--- src/rtl/piso_pkg.sv ---
// Shared types and sizing helpers for the parallel-in/serial-out transmit path.
package piso_pkg;

  typedef enum logic {
    IDLE  = 1'b0,
    SHIFT = 1'b1
  } piso_state_t;

  // Bit-counter width for a word of the given size; never narrower than one bit.
  function automatic int unsigned cnt_width(input int unsigned width);
    return (width < 2) ? 1 : $clog2(width);
  endfunction

endpackage

--- src/rtl/bit_counter.sv ---
// Up-counter with synchronous clear, enable and a terminal-count flag at MAX.
module bit_counter #(
  parameter int unsigned MAX   = 7,
  parameter int unsigned CNT_W = 3
) (
  input  logic             clk,
  input  logic             rst,
  input  logic             clr,
  input  logic             en,
  output logic [CNT_W-1:0] cnt,
  output logic             tc
);

  assign tc = (cnt == CNT_W'(MAX));

  // Saturates at MAX so a word never wraps; clear has priority over count.
  always_ff @(posedge clk or negedge rst) begin
    if (!rst) begin
      cnt <= '0;
    end else if (clr) begin
      cnt <= '0;
    end else if (en && !tc) begin
      cnt <= cnt + CNT_W'(1);
    end
  end

endmodule

--- src/rtl/piso_shifter.sv ---
// Parallel-in/serial-out transmitter: accepts a word on load/ready and shifts it
// out one bit per clock, with back-to-back words accepted on the last bit.
module piso_shifter
  import piso_pkg::*;
#(
  parameter int unsigned WIDTH     = 8,
  parameter bit          MSB_FIRST = 1'b1
) (
  input  logic             clk,
  input  logic             rst,
  input  logic [WIDTH-1:0] data_in,
  input  logic             load,
  output logic             ready,
  output logic             serial_out,
  output logic             serial_valid,
  output logic             done
);

  localparam int unsigned CNT_W = cnt_width(WIDTH);

  piso_state_t      state_q;
  piso_state_t      state_d;
  logic [WIDTH-1:0] shreg_q;
  logic [WIDTH-1:0] shreg_d;
  logic [WIDTH-1:0] shreg_next;
  logic [CNT_W-1:0] cnt;
  logic             tc;
  logic             accept;
  logic             cnt_clr;
  logic             cnt_en;

  bit_counter #(
    .MAX   (WIDTH - 1),
    .CNT_W (CNT_W)
  ) u_bit_counter (
    .clk (clk),
    .rst (rst),
    .clr (cnt_clr),
    .en  (cnt_en),
    .cnt (cnt),
    .tc  (tc)
  );

  // Next transmit bit moves into the output position.
  assign shreg_next = MSB_FIRST ? {shreg_q[WIDTH-2:0], 1'b0}
                                : {1'b0, shreg_q[WIDTH-1:1]};

  always_ff @(posedge clk or negedge rst) begin
    if (!rst) begin
      state_q <= IDLE;
      shreg_q <= '0;
    end else begin
      state_q <= state_d;
      shreg_q <= shreg_d;
    end
  end

  // Ready depends only on state and counter, never on load.
  always_comb begin
    state_d = state_q;
    shreg_d = shreg_q;
    cnt_clr = 1'b0;
    cnt_en  = 1'b0;
    ready   = rst && ((state_q == IDLE) || tc);
    accept  = load && ready;

    case (state_q)
      IDLE: begin
        if (accept) begin
          state_d = SHIFT;
          shreg_d = data_in;
          cnt_clr = 1'b1;
        end
      end
      SHIFT: begin
        if (accept) begin
          shreg_d = data_in;
          cnt_clr = 1'b1;
        end else begin
          shreg_d = shreg_next;
          cnt_en  = 1'b1;
          if (tc) begin
            state_d = IDLE;
            cnt_clr = 1'b1;
          end
        end
      end
      default: begin
        state_d = IDLE;
      end
    endcase
  end

  assign serial_valid = (state_q == SHIFT);
  assign serial_out   = (state_q == SHIFT) &&
                        (MSB_FIRST ? shreg_q[WIDTH-1] : shreg_q[0]);
  assign done         = (state_q == SHIFT) && tc;

endmodule

--- config.mk ---
export PLATFORM = sky130hd
export DESIGN_NAME = piso_shifter
export DESIGN_NICKNAME = d
export VERILOG_FILES = /design/src/rtl/piso_pkg.sv /design/src/rtl/bit_counter.sv /design/src/rtl/piso_shifter.sv
export SDC_FILE = /design/constraint.sdc
export NUM_CORES = 1
export LEC_CHECK = 0
export CAP_MARGIN = 30
export CORE_MARGIN = 2
export CORE_UTILIZATION = 41
export DETAILED_ROUTE_END_ITERATION = 6
export PLACE_DENSITY = 0.69
export SYNTH_ARGS = -nofsm -noshare
export SYNTH_HDL_FRONTEND = slang
export SYNTH_SLANG_ARGS = --single-unit
export TNS_END_PERCENT = 50
--- constraint.sdc ---
create_clock -name clk -period 1.7 [get_ports clk]
set_clock_uncertainty 0.15 [all_clocks]
set_input_delay 0.34 -clock clk [delete_from_list [all_inputs] [get_ports clk]]
set_output_delay 0.34 -clock clk [all_outputs]
set_load 0.01 [all_outputs]
==> results of run 1 <==
metal layers:
layer / GRT usage [%] / vias up / wire, um
li1: - / 225 / -
met1: 17.3 / 209 / 491
met2: 22.9 / 12 / 549
met3: 2.45 / 4 / 48
met4: 12.7 / 0 / 36
met5: 0 / - / 0
cell usage after synthesis:
| cell type | count |
|---|---|
| dfrtp_1 | 12 |
| mux2_4 | 9 |
| mux2_2 | 6 |
| nand2_1 | 6 |
| buf_6 | 3 |
| nand3b_1 | 3 |
| and2_2 | 2 |
| ha_1 | 2 |
| o21ai_0 | 2 |
| and2_1 | 1 |
| and2b_2 | 1 |
| nand2b_2 | 1 |
| nor2_1 | 1 |
| nor2b_1 | 1 |
layout make-up:
| class | instances | area [um^2] |
|---|---|---|
| Fill cell | 136 | 554 |
| Multi-Input combinational cell | 35 | 362 |
| Tap cell | 16 | 20.0 |
| Clock buffer | 3 | 22.5 |
| Timing Repair Buffer | 26 | 246 |
| Sequential cell | 12 | 302 |
state kept, by name, indices dropped and copies added, names as in the netlist:
signal	count
serial_valid	1
shreg_q	8
u_bit_counter.cnt	3
power by group through the flow:
stage / clock network [mW] / logic, mW / registers, mW
final: 0.168 / 0.817 / 0.462
after global routing: 0.191 / 0.911 / 0.480
after CTS: 0.179 / 0.838 / 0.463
after detailed placement: 0 / 0.752 / 0.483
after global placement: 0 / 0.722 / 0.473
after floorplan: 0 / 0.539 / 0.459
critical path, cell delays in order, from the launching register on:
cell      delay [ps]
dfrtp_1          380
ha_2             200
ha_4             160
nand2b_4         130
and2_4           130
buf_6            110
repair_timing:
action                                  in CTS  in global routing
gates cloned                                 0                  0
setup buffers                                4                  1
resized for setup                           14                  1
endpoints found under the setup margin      12                 11
pin swaps                                    3                  2
hold buffers                                 0                  0
metrics by stage:
step,total power [mW],instances
2_1_floorplan,0.997,50
3_3_place_gp,1.20,86
3_5_place_dp,1.23,86
4_1_cts,1.48,92
5_1_grt,1.58,92
6_report,1.45,92
worst max-delay path by stage:
stage	startpoint	endpoint	slack (ps)
floorplan	u_bit_counter.cnt[0]$_DFFE_PN0P_	shreg_q[0]$_DFFE_PN0P_	10
global placement	rst	ready	-290
detailed placement	rst	ready	-300
CTS	u_bit_counter.cnt[0]$_DFFE_PN0P_	ready	-210
global route	u_bit_counter.cnt[1]$_DFFE_PN0P_	ready	-240
finish	u_bit_counter.cnt[1]$_DFFE_PN0P_	ready	-180
cell families after synthesis:
family / Yosys count / share of synthesized area, %
simple gates: 16 / 14.1
flops: 12 / 45.1
buf+inv: 3 / 5.07
mux: 15 / 30.5
compound gates: 2 / 1.50
fa+ha+maj: 2 / 3.76
==> reports/metrics.cfg, run 1 <==
[routing]
drt_iter0_markers = 3
wire_per_inst_um = 12.2
wirelength_mm = 1.12
drc_errors = 0
viasPerCell = 4.89
first_pass_iters = 4
num_vias = 450
ant_nets = 0

[final_layout]
synthToLayoutAreaGrowth_pct = 43.0
final_area_um2 = 952
utilization_pct = 63.2
antenna_cells = 0
mostFrequentLayoutCells = 11 x buf_4, 11 x dfrtp_1, 10 x clkdlybuf4s50_1, 9 x mux2_4
nets = 91
layout-drive-gt1-share_pct = 53.9

[worst_setup_path]
crit_required_ps = 1210
path_class = flop to primary output
rr_worst_depth = 7
cp.arrival_ps = 1390
r2r_setup_slack_ps = -130
r2r-start = u_bit_counter.cnt[1]$_DFFE_PN0P_
worstSetupStartpointType = flop
cp_max_fo = 3
end_kind = primary output
r2r_end = shreg_q[7]$_DFFE_PN0P_

[logic_synthesis]
syn_inst = 50
synth_top_area_share_pct = 45.1
synth_seq_cells = 12
synth_cell_type_count = 14
syn_nets = 63
synth_area_per_cell_um2 = 13.3
ys_warn_count = 0
synthTopCellsByArea = dfrtp_1 45%, mux2_4 20%, mux2_2 10%
yosysSeqAreaShare_pct = 45.1
synth_area_um2 = 666
yosysTopAreaCell = dfrtp_1

[placed_design]
portBuffers = 14
hpwl_um = 897
place_congestion = 0.762
preCtsSetupSlack_ps = -298
place_area_um2 = 895

[grt]
grt_max_degree = 9
grt_pass1_vias = 469
track_usage_pct = 14.7
antenna_found_initial = 0
grt_pass1_wl_mm = 1.96
overflow = 0

[timing]
relSlewSlack_pct = 90.0
setup_viol = 10
period_minus_slack_ps = 1880
timing_hold_violations_final = 0
timing.hold.ws_ps = 261
slew_violations = 0
rsz0062_at_grt = yes
worst_slew_pin_slew_ps = 148
fin_crit_sh_pct = 111
fmax_mhz = 532
setup_ws_ps = -180
setup_tns_ps = -1280

[floorplanning]
core_um2 = 1510
die_x_um = 44.3
fp-row-count = 14
dieArea_um2 = 1960
start_util_pct = 44.2
io_pins = 15
fp.dieH_um = 44.3

[cts]
clk_latency_ps = 270
clk_path_buf_depth = 2
cts-htree-levels = 1
cts_tree = yes
clk_pin_slew_ps = 70
cts.sinks = 12
cts_made_buffers = 3
cts_root_buf = clkbuf_4

[power]
p_switching_uw = 424
clockPowerShare_pct = 11.6
power_leakage_nw = 0.457
seq_power_share_pct = 31.9
p_int_mw = 1.02
p_comb_share_pct = 56.4
power_density_nw_per_um2 = 1520
p_sw_share_pct = 29.3
max-vdd-ir-drop_uv = 709

[outcome]
violations = setup timing
status = finished, violations left

[min_path]
hold_class = input pin to asynchronous set/reset pin

[run]
max_cap_violations = 0

No activity file was read; power rests on OpenSTA's default activity.
==> run 2: changes to the inputs <==
- CORE_UTILIZATION: 41 -> 43
- PLACE_DENSITY: 0.69 -> 0.72
==> run 2 against run 1 <==
Against the previous run: die area down 4.2%; utilization up 2.6 points; setup slack better by 2.0 ps; routed wire length up 6.8%; largest cell class unchanged; sequential cell count unchanged; the run still ends with setup timing left.
==> reports/metrics.cfg, run 2 (synthesis results as in run 1) <==
[power]
power_leakage_nw = 0.469
max-vdd-ir-drop_uv = 677
power_density_nw_per_um2 = 1550

[placed_design]
place_congestion = 0.678
hpwl_um = 930
place_area_um2 = 890
dp_cells = 87
portBuffers = 14

[cts]
cts-htree-levels = 1
cts.sinks = 12
clk_path_buf_depth = 2
clk_pin_slew_ps = 80
clk_latency_ps = 260
cts_tree = yes
cts_made_buffers = 3
cts_root_buf = clkbuf_4
ctsHoldBuffers = 0

[routing]
viasPerCell = 4.90
drc_errors = 0
wire_per_inst_um = 12.8
first_pass_iters = 4
num_vias = 461
wirelength_mm = 1.20
drt_iter0_markers = 3
ant_nets = 0

[grt]
track_usage_pct = 14.5
grt_pass1_wl_mm = 2.03
use_met1_pct = 17.2
grt_max_degree = 13
antenna_found_initial = 0
grt-busiest-layer = met2
overflow = 0
grt_pass1_vias = 478
use_met2_pct = 26.9
use_met3_pct = 3.75

[floorplanning]
core_um2 = 1470
dieArea_um2 = 1880
io_pins = 15
die_x_um = 43.3
fp-row-count = 14
start_util_pct = 45.2
fp.dieH_um = 43.3

[worst_setup_path]
crit_required_ps = 1210
cp.arrival_ps = 1390
worstSetupStartpointType = flop
end_kind = primary output
path_class = flop to primary output
cp_max_fo = 3

[timing]
fin_crit_sh_pct = 110
worst_slew_pin_slew_ps = 196
rsz0062_at_grt = yes
fmax_mhz = 533
relSlewSlack_pct = 86.8
setup_ws_ps = -178
timing_hold_violations_final = 0
period_minus_slack_ps = 1880
setup_viol = 10
slew_violations = 0

[final_layout]
antenna_cells = 0
final_area_um2 = 968
synthToLayoutAreaGrowth_pct = 45.5
mostFrequentLayoutCells = 11 x buf_4, 11 x dfrtp_1, 10 x clkdlybuf4s50_1, 9 x mux2_4
nets = 92
layout-drive-gt1-share_pct = 55.1
largest_reg_flops = 8
stdcell_count = 94
top_register = shreg_q

[min_path]
hold_class = input pin to asynchronous set/reset pin

[outcome]
status = finished, violations left
violations = setup timing

[run]
max_cap_violations = 0

[run 2: power breakdown]
group / leakage (nW) / total (mW) / switching [mW] / internal [mW]
Sequential: 0.153 / 0.463 / 0.0633 / 0.400
Combinational: 0.295 / 0.810 / 0.284 / 0.525
Clock: 0.0210 / 0.224 / 0.0941 / 0.130
[run 2: worst paths after layout]
check,startpoint,slack (ps),depth (start not counted),end
setup / recovery,u_bit_counter.cnt[1]$_DFFE_PN0P_,-180,5,ready
hold / removal,rst,400,3,u_bit_counter.cnt[2]$_DFFE_PN0P_
hold reg to reg,u_bit_counter.cnt[2]$_DFFE_PN0P_,440,2,u_bit_counter.cnt[2]$_DFFE_PN0P_
setup reg to reg,u_bit_counter.cnt[1]$_DFFE_PN0P_,-120,7,shreg_q[6]$_DFFE_PN0P_
min in group clk,u_bit_counter.cnt[2]$_DFFE_PN0P_,440,2,u_bit_counter.cnt[2]$_DFFE_PN0P_
max in group asynchronous,rst,830,3,serial_valid$_DFF_PN0_
[run 2: area by class of cell]
cell class | count | area (um^2)
fill | 118 | 503
multi-input combinational | 35 | 362
sequential | 12 | 302
timing repair buffer | 27 | 249
clock buffer | 4 | 36.3
tap | 16 | 20.0
[run 2: timing repair]
action	in CTS	in global routing
buffers inserted	3	0
setup endpoints to repair	12	11
pin swaps	3	2
gates resized for setup	16	1
[run 2: routing by layer]
metal | wire length, um | part of all wire [%]
met1 | 527 | 44
met2 | 635 | 53
met3 | 37 | 3.1
met4 | 0 | 0
met5 | 0 | 0
[run 2: stage by stage]
step | power (mW) | setup TNS (ps) | hold WS (ps) | util (%) | setup slack, ps
after detailed placement | 1.21 | -1920 | 403 | 60.5 | -291
after CTS | 1.51 | -1270 | 382 | 65.6 | -198
after floorplan | 0.997 | 0 | -106 | - | 14.2
after global routing | 1.60 | -1680 | 413 | 65.8 | -234
after global placement | 1.18 | -1960 | 360 | 60.5 | -298
final | 1.50 | -1190 | 401 | 65.8 | -178
[run 2: worst max-delay path: stages (launching register included)]
cell      delay, ps
dfrtp_1         390
ha_2            200
ha_4            160
nand2b_4        130
and2_4          130
buf_6           110
==> run 3: changes to the inputs <==
- CAP_MARGIN: 30 -> unset
- HOLD_SLACK_MARGIN: unset -> 0.15
==> results of run 3 <==
Same layout as run 2: the final DEF is identical, and so are final timing and power.
